**src/rtl/ext_pkg.sv**
```systemverilog
// ext_pkg: mode encodings and sizing helper shared by the extension stage.
package ext_pkg;
    localparam int EXT_MODE_W = 3;
    localparam logic [EXT_MODE_W-1:0] EXT_ZEXT  = 3'd0;
    localparam logic [EXT_MODE_W-1:0] EXT_SEXT  = 3'd1;
    localparam logic [EXT_MODE_W-1:0] EXT_LUI   = 3'd2;
    localparam logic [EXT_MODE_W-1:0] EXT_SHAMT = 3'd3;
    localparam logic [EXT_MODE_W-1:0] EXT_LB    = 3'd4;
    localparam logic [EXT_MODE_W-1:0] EXT_LBU   = 3'd5;
    localparam logic [EXT_MODE_W-1:0] EXT_LH    = 3'd6;
    localparam logic [EXT_MODE_W-1:0] EXT_LHU   = 3'd7;

    function automatic int clog2(input int v);
        int r = 0;
        for (int i = 0; i < 31; i++) if ((1 << i) < v) r = i + 1;
        return r;
    endfunction
endpackage

```
**src/rtl/ext_comb.sv**
```systemverilog
// ext_comb: combinational immediate / load-data extension with alignment error.
module ext_comb
    import ext_pkg::*;
#(
    parameter int IN_W   = 16,
    parameter int DATA_W = 32
) (
    input  logic [DATA_W-1:0]     data_i,
    input  logic [EXT_MODE_W-1:0] mode_i,
    input  logic [1:0]            off_i,
    output logic [DATA_W-1:0]     result_o,
    output logic                  err_o
);
    logic [7:0]  byte_v;
    logic [15:0] half_v;

    assign byte_v = data_i[{off_i, 3'b000} +: 8];
    assign half_v = off_i[1] ? data_i[31:16] : data_i[15:0];

    always_comb begin
        result_o = '0;
        err_o    = 1'b0;
        case (mode_i)
            EXT_ZEXT:  result_o = DATA_W'(data_i[IN_W-1:0]);
            EXT_SEXT:  result_o = {{(DATA_W-IN_W){data_i[IN_W-1]}}, data_i[IN_W-1:0]};
            EXT_LUI:   result_o = DATA_W'({data_i[15:0], 16'h0000});
            EXT_SHAMT: result_o = DATA_W'(data_i[10:6]);
            EXT_LB:    result_o = {{(DATA_W-8){byte_v[7]}}, byte_v};
            EXT_LBU:   result_o = DATA_W'(byte_v);
            // mode_i[0] distinguishes LHU (zero) from LH (sign)
            EXT_LH, EXT_LHU: begin
                err_o    = off_i[0];
                result_o = off_i[0] ? '0 : {{(DATA_W-16){half_v[15] & ~mode_i[0]}}, half_v};
            end
            default: ;
        endcase
    end
endmodule

```
**src/rtl/ext_stage.sv**
```systemverilog
// ext_stage: extension unit feeding a DEPTH-entry valid/ready FIFO;
// all outputs come from registered state.
module ext_stage
    import ext_pkg::*;
#(
    parameter int IN_W   = 16,
    parameter int DATA_W = 32,
    parameter int DEPTH  = 2
) (
    input  logic                  clk,
    input  logic                  rst_n,
    input  logic                  in_valid_i,
    output logic                  in_ready_o,
    input  logic [DATA_W-1:0]     in_data_i,
    input  logic [EXT_MODE_W-1:0] in_mode_i,
    input  logic [1:0]            in_off_i,
    output logic                  out_valid_o,
    input  logic                  out_ready_i,
    output logic [DATA_W-1:0]     out_data_o,
    output logic                  out_err_o,
    output logic [clog2(DEPTH):0] occupancy_o
);
    localparam int PW = clog2(DEPTH);
    localparam int CW = PW + 1;

    logic [DATA_W:0]   mem_q [DEPTH];
    logic [DATA_W:0]   last_q, last_d;
    logic [PW-1:0]     wr_q, wr_d, rd_q, rd_d;
    logic [CW-1:0]     cnt_q, cnt_d;
    logic [DATA_W-1:0] ext_data;
    logic              ext_err, push, pop;

    ext_comb #(.IN_W(IN_W), .DATA_W(DATA_W)) u_comb (
        .data_i   (in_data_i),
        .mode_i   (in_mode_i),
        .off_i    (in_off_i),
        .result_o (ext_data),
        .err_o    (ext_err)
    );

    assign in_ready_o  = cnt_q < CW'(DEPTH);
    assign out_valid_o = cnt_q != '0;
    assign occupancy_o = cnt_q;
    assign push        = in_valid_i & in_ready_o;
    assign pop         = out_valid_o & out_ready_i;
    // when empty the output keeps showing the most recently popped entry
    assign {out_err_o, out_data_o} = out_valid_o ? mem_q[rd_q] : last_q;

    always_comb begin
        wr_d   = push ? wr_q + 1'b1 : wr_q;
        rd_d   = pop ? rd_q + 1'b1 : rd_q;
        cnt_d  = cnt_q + CW'(push) - CW'(pop);
        last_d = pop ? mem_q[rd_q] : last_q;
    end

    always_ff @(posedge clk or negedge rst_n) begin
        if (!rst_n) begin
            for (int i = 0; i < DEPTH; i++) mem_q[i] <= '0;
            last_q <= '0;
            wr_q   <= '0;
            rd_q   <= '0;
            cnt_q  <= '0;
        end else begin
            if (push) mem_q[wr_q] <= {ext_err, ext_data};
            last_q <= last_d;
            wr_q   <= wr_d;
            rd_q   <= rd_d;
            cnt_q  <= cnt_d;
        end
    end
endmodule

```
**config.mk**
```make
export PLATFORM = sky130hd
export DESIGN_NAME = ext_stage
export DESIGN_NICKNAME = d
export VERILOG_FILES = /design/src/rtl/ext_pkg.sv /design/src/rtl/ext_comb.sv /design/src/rtl/ext_stage.sv
export SDC_FILE = /design/constraint.sdc
export NUM_CORES = 1
export LEC_CHECK = 0
export BUFFER_PORTS_ARGS = -buffer_cell sky130_fd_sc_hd__buf_2
export CAP_MARGIN = 20
export CELL_PAD_IN_SITES_DETAIL_PLACEMENT = 2
export CELL_PAD_IN_SITES_GLOBAL_PLACEMENT = 2
export CORE_MARGIN = 1
export CORE_UTILIZATION = 35
export DETAILED_ROUTE_END_ITERATION = 8
export PLACE_DENSITY = 0.89
export REMOVE_ABC_BUFFERS = 1
export SYNTH_ARGS = -nofsm -noshare
export SYNTH_HDL_FRONTEND = slang
export SYNTH_SLANG_ARGS = --single-unit
```
**constraint.sdc**
```tcl
create_clock -name clk -period 2.7 [get_ports clk]
set_clock_uncertainty 0.1 [all_clocks]
set_input_delay 0.54 -clock clk [delete_from_list [all_inputs] [get_ports clk]]
set_output_delay 0.54 -clock clk [all_outputs]
set_load 0.02 [all_outputs]
```
---- Word-level counts from Yosys, hierarchy flattened ----
Index checks and enable logic that the tools add are counted.
word-level totals
  register bits ........................... 103
  output and inout bits ................... 37
cells by class
  add/subtract/negate cells ............... 4
  order comparisons ....................... 4
  eq/ne operators ......................... 7
  shifts and indexed selects .............. 1
  multiplexer cells ....................... 11
  bitwise logic cells ..................... 6
  reductions and logical operators ........ 4
operator list
  cell                                                                          number
  32-bit one-hot mux with 7 select lines                                        1
  33-bit 2-to-1 mux                                                             5
  66-bit bitwise mux                                                            1
  33-bit demux with 1-bit select                                                1
  32-bit 2-to-1 mux                                                             1
  32-bit by 6-bit indexed part select with 8-bit output                         1
  16-bit 2-to-1 mux                                                             1
  3-bit equality test, second input constant                                    4
  3-bit by 2-bit equality test with 1-bit output, second input constant         2
  2-bit greater-or-equal comparator, second input constant                      2
  1-bit NOT with 2-bit output                                                   2
  1-bit bitwise AND                                                             3
  3-bit by 1-bit equality test with 1-bit output, second input constant         1
  3-bit logical NOT                                                             1
  1-bit adder, second input constant                                            2
  2-bit by 1-bit adder with 2-bit output                                        1
  2-bit by 1-bit less-than comparator with 1-bit output, second input constant  1
  2-bit less-than comparator, second input constant                             1
  2-bit nonzero test                                                            1
  2-bit OR reduction                                                            1
  2-bit by 1-bit subtractor with 2-bit output                                   1
  1-bit logical AND                                                             1
  1-bit 2-to-1 mux                                                              1
  1-bit NOT                                                                     1

---- Longest topological paths before layout ----
  depth in word-level cells ............... 6
  gate-level depth with buffers ........... 11
  mapped depth without buffers ............ 8

---- Cells and area by module ----
A second synthesis with hierarchy kept.
second synthesis, totals
  cells, all modules ...................... 494
  area, all modules ....................... 5,455.2 um^2
modules (own cells, without submodules)
  module     times used  cells each  area each (um^2)  seq. area each (um^2)
  ext_stage  1           373         4,631.9           2,577.5
  ext_comb   1           121         823.3             0.0

---- Worst setup path after synthesis ----
No wires, ideal clock.
  kind .................................... register to register
  start ................................... reg cnt_q[1] (netlist: occupancy_o[1])
  end ..................................... reg cnt_q[1] (netlist: occupancy_o[1])
  setup time .............................. 0.131 ns
  arrival ................................. 2.185 ns
  required time ........................... 2.469 ns
  path slack .............................. 0.284 ns
  cell stages (with the launch flop) ...... 12
  clock period less this slack ............ 2.416 ns
  cell sequence ........................... dfrtp_1 -> or2_1 -> clkbuf_1 -> nand2_1 -> buf_2 -> clkbuf_1 -> inv_1 -> ha_1 -> inv_1 -> ha_1 -> xnor2_1 -> xnor2_1
on the way
  elaborated cells between the ends (all ways) .. 6
  those cells by class .................... add/sub: 2; order compare: 1; bitwise: 2; reduce/logical: 1
RTL lines
  what                                         RTL line         text
  start: declaration                           ext_stage.sv:29  logic [CW-1:0] cnt_q, cnt_d;
  start signal: assignment                     ext_stage.sv:68  cnt_q <= cnt_d;
  2-bit nonzero test                           ext_stage.sv:42  assign out_valid_o = cnt_q != '0;
  1-bit bitwise AND                            ext_stage.sv:45  assign pop = out_valid_o & out_ready_i;
  via pop                                      ext_stage.sv:31  logic ext_err, push, pop;
  2-bit by 1-bit subtractor with 2-bit output  ext_stage.sv:52  cnt_d = cnt_q + CW'(push) - CW'(pop);
  via cnt_d[1]                                 ext_stage.sv:29
The timed path passes the listed nets, and every way through them passes these cells.
A chain may end at the register's enable or synchronous reset.

---- Worst setup path in the final report ----
  start ................................... reg cnt_q[1] (netlist: occupancy_o[1])
  end ..................................... out out_data_o[28]
on the way
  cells in the longest elaborated chain, start to end .. 2
RTL lines
  what                RTL line         text
  2-bit nonzero test  ext_stage.sv:42
  33-bit 2-to-1 mux   ext_stage.sv:47  assign {out_err_o, out_data_o} = out_valid_o ? mem_q[rd_q] : last_q;
  end: declaration    ext_stage.sv:19  output logic [DATA_W-1:0] out_data_o,
No other way between the ends.

==> impl_metrics.toml <==
[die]
die_h_um = 122
core.rowCount = 43
die-area_um2 = 14900
fp.dieW_um = 122
coreArea_um2 = 14000
pin_count = 78
initial_core_util_pct = 36.0

[final_layout]
area_growth_pct = 18.0
num_antenna_cells = 0
layout.nets = 664
multi_input_area_um2 = 2250
regArea_um2 = 2580
fin_util_pct = 42.5
final_area_um2 = 5950
drive_gt1_share_pct = 18.5
nFillCells = 1528
final_common_cell = "dfrtp_1"
mostFrequentLayoutCells = "dfrtp_1, nor2_1, buf_2, nand2_1, a21oi_1"

[synthesis]
yosys_warnings = 0
syn_area_um2 = 5040
ys_types = 33
synth_area_leaders = "dfrtp_1, mux2i_1, nor2_1"
synth_top_area_share_pct = 51.1
yosysSeqAreaShare_pct = 51.1
syn_avg_cell_area_um2 = 8.98
ys_ff_latch = 103
netlist_instances = 561
synth_top_cell_by_area = "dfrtp_1"

[pwr]
seq_power_share_pct = 34.3
clockPowerShare_pct = 18.4
switching_share_pct = 43.8
p_switching_mw = 3.49
leakage_nw = 2.75
powerDensity_nw_per_um2 = 1340
combPwrFrac_pct = 47.2
max-vdd-ir-drop_mv = 0.579
power.internal_mw = 4.48

[placed_design]
dp_slack_ps = 355
io_buffer_count = 77
post_dp_cell_area_um2 = 5600
place_congestion = 0.796
post-dp-hpwl_um = 11300

[timing]
min_period_ps = 2500
timing.setup.tns_ps = 0
whs_ps = 387
maxSlewHeadroom_pct = 52.9
hold_viol_final = 0
tightestPinTransition_ps = 701
setup_viol = 0
setup_ws_ps = 200
maxSlewViolCount = 0
rsz0062_at_grt = "no"
timing.final.crit_share_pct = 92.6
fmax_mhz = 400

[flow_run]
drv_cap = 0

[cts]
insertion_delay_ps = 360
post_cts_buffers = 0
cts_tree = "built"
clkTransAtPathRegs_ps = 70
cts_root_buf = "clkbuf_16"
cts.htree.levels = 3
numCtsBuffers = 9
numClockSinks = 103
cts.path.max_buffers = 2

[critical_path]
r2r_start = "occupancy_o[1]$_DFF_PN0_"
worstSetupPathType = "flop to output pin"
arrival_ps = 1860
worstPathRequired_ps = 2060
worstSetupStartpointType = "flop"
critPathMaxFanout = 39
end_kind = "output pin"
cp-startpoint = "occupancy_o[1]$_DFF_PN0_"
worst-r2r-setup-slack_ps = 650

[global_routing]
first_global_vias = 4911
grt_util_all_layers_pct = 23.7
grt_overflow_total = 0
grt_max_degree = 68
grt_antenna_before_repair = 0
grt_pass1_wl_um = 26200

[min_path]
hold_start = "last_q[23]$_DFFE_PN0P_"
hp-class = "flop to flop"

[route]
antenna_left = 0
drt_iter0_drc = 226
drt_wl_total_um = 16300
vias_per_cell = 5.53
wl_per_cell_um = 20.2
route.vias.total = 4458
drc = 0
drt_pass1_iterations = 4

[outcome]
status = "complete, no violations"
## power by group through the flow
stage / registers [mW] / logic [mW] / clock network, mW
after floorplan: 2.72 / 2.41 / 0
after global routing: 2.83 / 4.18 / 1.55
after CTS: 2.74 / 3.84 / 1.50
after detailed placement: 2.76 / 3.78 / 0
after global placement: 2.66 / 3.56 / 0
final: 2.74 / 3.77 / 1.47
## registers in the layout, indices dropped and copies added (netlist names)
signal       count
wr_q             1
last_q          33
occupancy_o      2
rd_q             1
mem_q           66
## logic make-up after synthesis
logic type      share of synthesized area [%]
simple gates                             15.9
compound gates                           17.8
flops                                    51.1
buf+inv                                  4.44
mux                                      9.78
xor+xnor                                0.521
fa+ha+maj                               0.496
## repair_timing
item                                   CTS  global route
endpoints found under the hold margin    9             0
hold buffers                             1             0
setup endpoints to repair                2             0
gates resized for setup                  1             0
## routing by layer
metal	GRT usage, %	vias to the layer above	part of all wire (%)	wire [um]
met2	41.0	101	51	8300
li1	-	2042	-	-
met5	0	-	0	0
met4	9.34	0	2.1	339
met1	29.7	2294	44	7150
met3	3.04	21	2.9	479
## final cells by class
| class | instances | area share (%) |
|---|---|---|
| inverters | 7 | 0.442 |
| clock inverters | 5 | 1.35 |
| repair buffers | 92 | 9.09 |
| multi-input cells | 408 | 37.7 |
| well taps | 180 | 3.79 |
| flip-flops and latches | 103 | 43.3 |
| clock buffers | 11 | 4.25 |
## path summary, 6_finish.rpt
path,to,cells past startpoint
max in group asynchronous,last_q[22]$_DFFE_PN0P_,3
max reg2reg,occupancy_o[1]$_DFF_PN0_,8
max,out_data_o[28],5
min reg2reg,last_q[23]$_DFFE_PN0P_,2
min,last_q[23]$_DFFE_PN0P_,2
min in group asynchronous,mem_q[27]$_DFFE_PN0P_,2
## critical path, cell delays in order, from the launching register on
cell	delay, ps
dfrtp_1	420
or2_4	400
buf_12	250
nor2_1	70
a21oi_1	150
buf_2	190
## through the flow
| stage | power [mW] | std cells |
|---|---|---|
| finish | 7.98 | 806 |
| global route | 8.56 | 806 |
| global placement | 6.23 | 789 |
| detailed placement | 6.54 | 789 |
| floorplan | 5.14 | 518 |
| CTS | 8.08 | 806 |
## cells in the mapped netlist (all sizes together)
library cell / n
buf: 12
or2: 1
nor2: 101
nor3b: 1
a211oi: 1
a22o: 2
a221oi: 2
clkbuf: 31
mux4: 1
o22ai: 6
o21ai: 51
nand3: 6
nor3: 1
nand2: 72
a32oi: 1
and3: 2
a21oi: 60
and2: 1
nand3b: 2
o221ai: 1
nand2b: 8
a31oi: 32
inv: 7
xnor2: 3
o2bb2ai: 1
nor2b: 2
dfrtp: 103
ha: 2
o21a: 1
mux2i: 47
Note: power is estimated with default switching activity, not from simulation.
